===== config.mk =====
export PLATFORM = sky130hd
export DESIGN_NAME = mem_wb_stage_flat
export DESIGN_NICKNAME = d
export VERILOG_FILES = /design/src/rtl/mem_wb_if.sv /design/src/rtl/mem_wb_stage.sv /design/src/flat_wrapper.sv
export SDC_FILE = /design/constraint.sdc
export NUM_CORES = 1
export LEC_CHECK = 0
export BUFFER_PORTS_ARGS = -buffer_cell sky130_fd_sc_hd__buf_4
export CORE_ASPECT_RATIO = 1.5
export CORE_UTILIZATION = 50
export CTS_BUF_LIST = sky130_fd_sc_hd__clkbuf_2 sky130_fd_sc_hd__clkbuf_4 sky130_fd_sc_hd__clkbuf_8
export DETAILED_ROUTE_END_ITERATION = 10
export GPL_TIMING_DRIVEN = 0
export HOLD_SLACK_MARGIN = 0.08
export PLACE_DENSITY_LB_ADDON = 0.05
export SKIP_CTS_REPAIR_TIMING = 1
export SYNTH_ARGS = -nofsm -noshare
export SYNTH_HDL_FRONTEND = slang
export SYNTH_SLANG_ARGS = --single-unit
export TNS_END_PERCENT = 100

===== constraint.sdc =====
create_clock -name clk -period 2.6 [get_ports clk]
set_input_delay 0.26 -clock clk [delete_from_list [all_inputs] [get_ports clk]]
set_output_delay 0.26 -clock clk [all_outputs]
set_load 0.05 [all_outputs]

===== src/rtl/mem_wb_if.sv =====
// MEM->WB stage bus: MEM-stage instruction fields in, WB-stage results out.
interface mem_wb_if;
  logic        valid_M;
  logic        memrd_M;
  logic        memwr_M;
  logic        regwrite_M;
  logic [4:0]  rd_M;
  logic [2:0]  wbsrcm;
  logic [31:0] ALUOut_M;
  logic [31:0] pc4_M;
  logic [31:0] readdata_M;
  logic        countdone;
  logic        stall_M;
  logic        valid_W;
  logic        regwrite_W;
  logic [4:0]  rd_W;
  logic [31:0] result_W;
  logic        misalign_W;
  logic        mem_timeout;

  modport master (
    output valid_M, memrd_M, memwr_M, regwrite_M, rd_M, wbsrcm,
           ALUOut_M, pc4_M, readdata_M, countdone,
    input  stall_M, valid_W, regwrite_W, rd_W, result_W, misalign_W, mem_timeout
  );

  modport slave (
    input  valid_M, memrd_M, memwr_M, regwrite_M, rd_M, wbsrcm,
           ALUOut_M, pc4_M, readdata_M, countdone,
    output stall_M, valid_W, regwrite_W, rd_W, result_W, misalign_W, mem_timeout
  );
endinterface


===== src/rtl/mem_wb_stage.sv =====
// MEM/WB pipeline stage: waits on memory completion, formats load data,
// flags misaligned accesses and aborts accesses that exceed TIMEOUT cycles.
module mem_wb_stage #(
  parameter int TIMEOUT = 64
) (
  input  logic     clk,
  input  logic     rst,
  mem_wb_if.slave  bus
);

  localparam logic [7:0] CNT_LAST = 8'(TIMEOUT - 1);

  typedef enum logic {IDLE, WAIT} state_t;

  state_t      state;
  logic [7:0]  cnt;
  logic        memop;
  logic        timing_out;
  logic        stall;
  logic        retire;
  logic        mis;
  logic [31:0] res;
  logic [7:0]  byte_sel;
  logic [15:0] half_sel;

  assign memop      = bus.valid_M & (bus.memrd_M | bus.memwr_M);
  // Last WAIT cycle without completion: release the pipe but drop the instruction.
  assign timing_out = (state == WAIT) & ~bus.countdone & (cnt == CNT_LAST);
  assign retire     = bus.valid_M & ~stall & ~timing_out;
  assign bus.stall_M = stall;

  // Stall request; forced low during reset so an aborted access never holds the pipe.
  always_comb begin
    stall = 1'b0;
    if (!rst) begin
      if (state == IDLE) stall = memop & ~bus.countdone;
      else               stall = ~bus.countdone & (cnt != CNT_LAST);
    end
  end

  // Writeback data select and load extraction.
  always_comb begin
    byte_sel = bus.readdata_M[8*bus.ALUOut_M[1:0] +: 8];
    half_sel = bus.ALUOut_M[1] ? bus.readdata_M[31:16] : bus.readdata_M[15:0];
    case (bus.wbsrcm)
      3'b001:  res = bus.readdata_M;
      3'b010:  res = {{24{byte_sel[7]}}, byte_sel};
      3'b011:  res = {24'h0, byte_sel};
      3'b100:  res = {{16{half_sel[15]}}, half_sel};
      3'b101:  res = {16'h0, half_sel};
      3'b110:  res = bus.pc4_M;
      default: res = bus.ALUOut_M;
    endcase
  end

  // Alignment check: word loads/stores need addr[1:0]==0, halfword loads addr[0]==0.
  always_comb begin
    mis = 1'b0;
    if (bus.memrd_M && bus.wbsrcm == 3'b001 && bus.ALUOut_M[1:0] != 2'b00) mis = 1'b1;
    if (bus.memrd_M && (bus.wbsrcm == 3'b100 || bus.wbsrcm == 3'b101) && bus.ALUOut_M[0]) mis = 1'b1;
    if (bus.memwr_M && bus.wbsrcm == 3'b001 && bus.ALUOut_M[1:0] != 2'b00) mis = 1'b1;
  end

  // Access-wait FSM, wait counter and sticky timeout flag.
  always_ff @(posedge clk) begin
    if (rst) begin
      state           <= IDLE;
      cnt             <= 8'd0;
      bus.mem_timeout <= 1'b0;
    end else begin
      case (state)
        IDLE: if (memop && !bus.countdone) begin
          state <= WAIT;
          cnt   <= 8'd0;
        end
        WAIT: begin
          if (bus.countdone) begin
            state <= IDLE;
          end else if (cnt == CNT_LAST) begin
            state           <= IDLE;
            bus.mem_timeout <= 1'b1;
          end else begin
            cnt <= cnt + 8'd1;
          end
        end
        default: state <= IDLE;
      endcase
    end
  end

  // WB registers: load on retire, otherwise register a bubble holding rd/result.
  always_ff @(posedge clk) begin
    if (rst) begin
      bus.valid_W    <= 1'b0;
      bus.regwrite_W <= 1'b0;
      bus.rd_W       <= 5'd0;
      bus.result_W   <= 32'd0;
      bus.misalign_W <= 1'b0;
    end else if (retire) begin
      bus.valid_W    <= 1'b1;
      bus.regwrite_W <= bus.regwrite_M & ~bus.memwr_M & ~mis;
      bus.rd_W       <= bus.rd_M;
      bus.result_W   <= res;
      bus.misalign_W <= mis;
    end else begin
      bus.valid_W    <= 1'b0;
      bus.regwrite_W <= 1'b0;
      bus.misalign_W <= 1'b0;
    end
  end

endmodule


===== src/flat_wrapper.sv =====
// flat-port wrapper written by rule: the top's interface ports become plain ports
module mem_wb_stage_flat 
#(
  parameter int TIMEOUT = 64
)
  (clk, rst, bus_valid_M, bus_memrd_M, bus_memwr_M, bus_regwrite_M, bus_rd_M, bus_wbsrcm, bus_ALUOut_M, bus_pc4_M, bus_readdata_M, bus_countdone, bus_stall_M, bus_valid_W, bus_regwrite_W, bus_rd_W, bus_result_W, bus_misalign_W, bus_mem_timeout);
  mem_wb_if bus_i ();
  input  logic clk;
  input  logic rst;
  input wire logic [$bits(bus_i.valid_M)-1:0] bus_valid_M;
  input wire logic [$bits(bus_i.memrd_M)-1:0] bus_memrd_M;
  input wire logic [$bits(bus_i.memwr_M)-1:0] bus_memwr_M;
  input wire logic [$bits(bus_i.regwrite_M)-1:0] bus_regwrite_M;
  input wire logic [$bits(bus_i.rd_M)-1:0] bus_rd_M;
  input wire logic [$bits(bus_i.wbsrcm)-1:0] bus_wbsrcm;
  input wire logic [$bits(bus_i.ALUOut_M)-1:0] bus_ALUOut_M;
  input wire logic [$bits(bus_i.pc4_M)-1:0] bus_pc4_M;
  input wire logic [$bits(bus_i.readdata_M)-1:0] bus_readdata_M;
  input wire logic [$bits(bus_i.countdone)-1:0] bus_countdone;
  output wire logic [$bits(bus_i.stall_M)-1:0] bus_stall_M;
  output wire logic [$bits(bus_i.valid_W)-1:0] bus_valid_W;
  output wire logic [$bits(bus_i.regwrite_W)-1:0] bus_regwrite_W;
  output wire logic [$bits(bus_i.rd_W)-1:0] bus_rd_W;
  output wire logic [$bits(bus_i.result_W)-1:0] bus_result_W;
  output wire logic [$bits(bus_i.misalign_W)-1:0] bus_misalign_W;
  output wire logic [$bits(bus_i.mem_timeout)-1:0] bus_mem_timeout;
  assign bus_i.valid_M = bus_valid_M;
  assign bus_i.memrd_M = bus_memrd_M;
  assign bus_i.memwr_M = bus_memwr_M;
  assign bus_i.regwrite_M = bus_regwrite_M;
  assign bus_i.rd_M = bus_rd_M;
  assign bus_i.wbsrcm = bus_wbsrcm;
  assign bus_i.ALUOut_M = bus_ALUOut_M;
  assign bus_i.pc4_M = bus_pc4_M;
  assign bus_i.readdata_M = bus_readdata_M;
  assign bus_i.countdone = bus_countdone;
  assign bus_stall_M = bus_i.stall_M;
  assign bus_valid_W = bus_i.valid_W;
  assign bus_regwrite_W = bus_i.regwrite_W;
  assign bus_rd_W = bus_i.rd_W;
  assign bus_result_W = bus_i.result_W;
  assign bus_misalign_W = bus_i.misalign_W;
  assign bus_mem_timeout = bus_i.mem_timeout;
  mem_wb_stage #(.TIMEOUT(TIMEOUT)) u_core (.clk(clk), .rst(rst), .bus(bus_i));
endmodule

### Word level (Yosys, flattened, before mapping)

Index checks and enable logic that the tools add are counted.

* flip-flop bits (word level): 50
* latch bits: 0
* bits in writable memories: 0
* memory bits (read-only): 0
* input port bits: 111
* output and inout port bits: 42
* word-level logic and storage cells: 67
* memories: 0

* add/sub/neg operators: 1
* multipliers: 0
* div/mod/pow operators: 0
* order comparisons: 0
* equality and inequality tests: 11
* shift operators: 1
* muxes and demuxes: 16
* bitwise gates (word level): 17
* reductions and logical operators: 13

Operator list (number)
* $pmux W32 S6: 1
* $shiftx A32 B6 Y8: 1
* $mux W8: 3
* $mux W16: 1
* $pmux W8 S2: 1
* $and A1 B1 Y1: 9
* $eq A3 B3 Y1 const B: 3
* $mux W1: 9
* $add A8 B1 Y8 const B: 1
* $eq A8 B6 Y1 const B: 1
* $ne A8 B6 Y1 const B: 1
* $logic_and A1 B1 Y1: 7
* $not A1 Y1: 7
* $eq A3 B2 Y1 const B: 2
* $ne A2 B2 Y1 const B: 3
* $reduce_and A3 Y1: 2
* $eq A3 B1 Y1 const B: 1
* $pmux W1 S2: 1
* $reduce_bool A2 Y1: 1
* $reduce_or A2 Y1: 1
* $logic_not A1 Y1: 1
* $logic_or A1 B1 Y1: 1
* $or A1 B1 Y1: 1

### Logic depth before layout (Yosys ltp)

* depth in word-level cells: 10
* depth in mapped cells: 8
* mapped depth without buffers: 5

### Least setup slack after synthesis

OpenSTA, ideal clock, no wires.

* path kind: flip-flop to output port
* start point: register u_core.cnt[0]
* end point: output port bus_stall_M
* arrival: 2226 ps
* data required time: 2340 ps
* setup slack: 114 ps
* cell stages (with the launch flop): 7
* buffers on the path: 2
* path through: dfxtp_1 > ha_1 > and2_1 > clkbuf_1 > and3_1 > buf_2 > nor3_1

* cells in the longest elaborated chain, start to end: 4

RTL lines
* start: declaration: RTL line mem_wb_stage.sv:16 `logic [7:0] cnt;`
* start signal: assignment: RTL line mem_wb_stage.sv:83 `cnt <= cnt + 8'd1;`
* $ne A8 B6 Y1: RTL line mem_wb_stage.sv:37 `else stall = ~bus.countdone & (cnt != CNT_LAST);`
* $and A1 B1 Y1: RTL line mem_wb_stage.sv:37
* $mux W1: RTL line mem_wb_stage.sv:36 `if (state == IDLE) stall = memop & ~bus.countdone;`
* $mux W1: RTL line mem_wb_stage.sv:35 `if (!rst) begin`
* end: declaration: RTL line flat_wrapper.sv:20 `output wire logic [$bits(bus_i.stall_M)-1:0] bus_stall_M;`

Every way passes these cells.

### Final worst setup path

Ends and elaborated chain as after synthesis.

==> results.txt <==
- Wire length of the first global-routing pass: 20.1 mm
* Pre-antenna DRT Iters: 8
- After clock tree synthesis, the clock-pin slew on the worst setup and hold paths is roughly 90 ps.
- Root cell of the clock tree: sky130_fd_sc_hd__clkbuf_8
* Max_slew headroom: 0.435
- The worst setup path is captured at an output pin.
- The floorplan step set the die width to 71.9 um.
- Path class of the lowest-slack min-delay path: input port to flip-flop
* Number of inserted diodes: 0
- Post-DP HPWL: 10.5 mm
* Deepest level of the CTS H-tree: 2
- Of all cell types, the one taking the most synthesized area is sky130_fd_sc_hd__dfxtp_1.
- The total count of max-transition violations in the final report came to 0.
- The net count of the finished layout is between 600 and 700.
- The detailed router finished its first iteration with 263 violations.
- Maximum buffer depth of the clock tree: 2
* Worst R2R Setup Slack: between 200 and 300 ps
- The final reports fail on DRC.
- The critical path ends at bus_stall_M.
- Average cell area after synthesis: 8.92 um2
- Clock latency on the worst-skew pair: 320 ps
* Fraction of final layout cells with drive strength greater than 1: 0.366
- Across all layers, the routed design uses 4,156 vias.
* Hold violation count in the final report: 0
- The congestion estimate from routability-driven global placement came to 1.01.
- The worst hold path begins at bus_rd_M[4].
- Of the post-synthesis cell area, the dominant cell type holds 0.273.
- Max-cap violations in this run came to 0.
* Startpoint-to-endpoint class of the critical path: flip-flop to output pin
- Startpoint of the most critical register-to-register path: u_core.cnt[0]
- Counting flops and latches in the post-synthesis netlist gives 50.
- Row generation in the floorplan step produced 37 rows.
* Synthesized area: 3670 um2
- Result of the run: finished, violations left
- Maximum VDD drop: 383 uV
* Fillcell total: around 600
- Floorplan die height: 107 um
- Synth-to-layout area growth: 37.1%
* Worst setup skew after layout: 5.37 ps
* Final critical-path required period: about 2300 ps
* Initial core utilization: 0.524
* DRC violations left: 1
* Setup repair after global routing missed its margin: false
- Remaining antenna violation count: 0
- Total power for the finished layout comes to 2.25 mW.
* Number of top-level design ports: roughly 150
- TritonCTS Buffers: 5
* R2r endpoint: u_core.bus.result_W[28]
* Number of global-route vias before repair: 3,994
- Most frequent cells after synthesis: sky130_fd_sc_hd__dfxtp_1, sky130_fd_sc_hd__mux2i_1, sky130_fd_sc_hd__a21oi_1, sky130_fd_sc_hd__inv_1
- At the worst endpoint, the arrival time is slightly above 2000 ps.
- In the global route stage, overall resource usage came out at 0.342.
- At the pin with the least slew margin, the transition time is 842 ps.
- Instance count after placement with tap cells included: between 600 and 700
* Worst Setup SP: u_core.cnt[0]
- Counting every sink on the clock net gives 50.
- After detailed routing, the average wire length per cell comes to 20.0 um.
- Top area cells in the synthesized netlist: sky130_fd_sc_hd__dfxtp_1, sky130_fd_sc_hd__mux2i_1, sky130_fd_sc_hd__a21oi_1, sky130_fd_sc_hd__mux4_2, sky130_fd_sc_hd__a311oi_2
- Counting cells, the worst reg-to-reg path comes to 7.
- Drt total wl: between 10 and 15 mm
- Post-synthesis sequential area ratio: 0.273
- For this run, the leading register cell type out of synthesis is sky130_fd_sc_hd__dfxtp_1.
- Worst setup slack after layout: 273 ps
- Of all flip-flops after synthesis, the portion carrying an async set or reset was 0.
- TritonCTS built the clock tree.
- Count of mapped cells out of synthesis: about 410
* Peak Freq: about 430 MHz
* Number of vias per cell after detailed routing: roughly 6.2
- Leakage component of the power: between 2 and 2.5 nW
- Entering global routing, the biggest net connects 16 pins.
- Syn. warnings: 0
- Area of the die: between 7000 and 8000 um2
* Floorplan core area: ~7000 um2
- Post-Route Setup TNS: 0 ps
- Most numerous cell in the Yosys netlist: sky130_fd_sc_hd__dfxtp_1
- Final critical-path share of the clock period: 0.895
* Count of flip-flops with a built-in enable after synthesis: 0
* Power per standard cell area: 448 nW/um2
* # port buffers: 150
- Data on the critical path is required at its endpoint by 2340 ps.
* Number of distinct library cell variants in the gate-level netlist after synthesis: 65
- Setup violations remaining at the end of the flow were counted as 0.
* Number of non-filler instances in the completed layout: 666
* CP max FO: 10
* Number of antenna violations at the first check in global routing: 0
- Number of nets produced by synthesis: 523
* Worst slack after detailed placement: 350 ps
- GRT overflow: 0
- Launching element type of the critical path: flip-flop
[cells in the final DEF (no fill, tap or decap), types with 6 or more instances in the layout]
cell type	count
sky130_fd_sc_hd__buf_2	18
sky130_fd_sc_hd__mux2i_1	38
sky130_fd_sc_hd__inv_1	21
sky130_fd_sc_hd__mux4_2	7
sky130_fd_sc_hd__nand3_1	13
sky130_fd_sc_hd__or4_1	6
sky130_fd_sc_hd__o21ai_0	19
sky130_fd_sc_hd__nand2_1	18
sky130_fd_sc_hd__o2bb2ai_1	7
sky130_fd_sc_hd__a311oi_2	10
sky130_fd_sc_hd__mux2_2	6
sky130_fd_sc_hd__nor2b_1	7
sky130_fd_sc_hd__dfxtp_1	50
sky130_fd_sc_hd__buf_4	152
sky130_fd_sc_hd__a21oi_1	34
sky130_fd_sc_hd__o22a_1	16
sky130_fd_sc_hd__a221oi_1	12
sky130_fd_sc_hd__a311oi_1	6
sky130_fd_sc_hd__clkbuf_1	19
[stage by stage]
stage           util  area, um2  hold slack, ps
5_1_grt        0.719       5030             202
3_3_place_gp   0.703       4910             450
6_report       0.719       5030             194
3_5_place_dp   0.703       4910             452
2_1_floorplan      -       3670             408
4_1_cts        0.719       5030             194
[state kept, by name, summed over array words and instances, names as in the netlist]
| name | count |
|---|---|
| u_core.bus.rd_W | 5 |
| u_core.bus.valid_W | 1 |
| u_core.state | 1 |
| u_core.bus.mem_timeout | 1 |
| u_core.cnt | 8 |
| u_core.bus.misalign_W | 1 |
| u_core.bus.result_W | 32 |
| u_core.bus.regwrite_W | 1 |
[per-layer routing]
metal	global-route usage	vias to the layer above	wire (um)
met3	0.0555	45	827
met5	0	-	0
met4	0.186	0	642
met1	0.370	1979	4750
li1	-	1930	-
met2	0.620	202	7070
[area by class of cell]
| type | count | area, um2 | share of cell area |
|---|---|---|---|
| timing repair buffer | 150 | 1130 | 0.224 |
| tap | 97 | 121 | 0.0241 |
| sequential | 50 | 1000 | 0.199 |
| multi-input combinational | 296 | 2360 | 0.470 |
| clock inverter | 2 | 37.5 | 0.00747 |
| clock buffer | 6 | 76.3 | 0.0152 |
| buffer | 44 | 221 | 0.0441 |
| inverter | 21 | 78.8 | 0.0157 |
[worst max-delay path, stage by stage, from the launching register on]
cell                       delay [ps]
sky130_fd_sc_hd__dfxtp_1          410
sky130_fd_sc_hd__ha_1             210
sky130_fd_sc_hd__and2_1           130
sky130_fd_sc_hd__clkbuf_1         210
sky130_fd_sc_hd__and3_1           270
sky130_fd_sc_hd__buf_2            240
sky130_fd_sc_hd__nor3_1            80
sky130_fd_sc_hd__buf_4            210
[power by group]
part	total [mW]	internal (mW)	switching, mW	leakage, nW
clock	0.584	0.298	0.286	0.0548
sequential	0.843	0.814	0.0293	0.410
combinational	0.826	0.348	0.478	1.71
total	2.25	1.46	0.793	2.17
[cell families after synthesis]
family | synth area share
buf+inv | 0.0819
simple gates | 0.128
compound gates | 0.341
fa+ha+maj | 0.00341
mux | 0.172
flops | 0.273
[worst min-delay path by stage]
stage          depth (start not counted)                      to
2_1_floorplan                          2      u_core.bus.rd_W[0]
5_1_grt                                3      u_core.bus.rd_W[4]
6_report                               3      u_core.bus.rd_W[4]
3_5_place_dp                           1  u_core.bus.result_W[6]
3_3_place_gp                           2  u_core.bus.mem_timeout
4_1_cts                                3      u_core.bus.rd_W[4]
No activity file was read; power rests on OpenSTA's default activity.
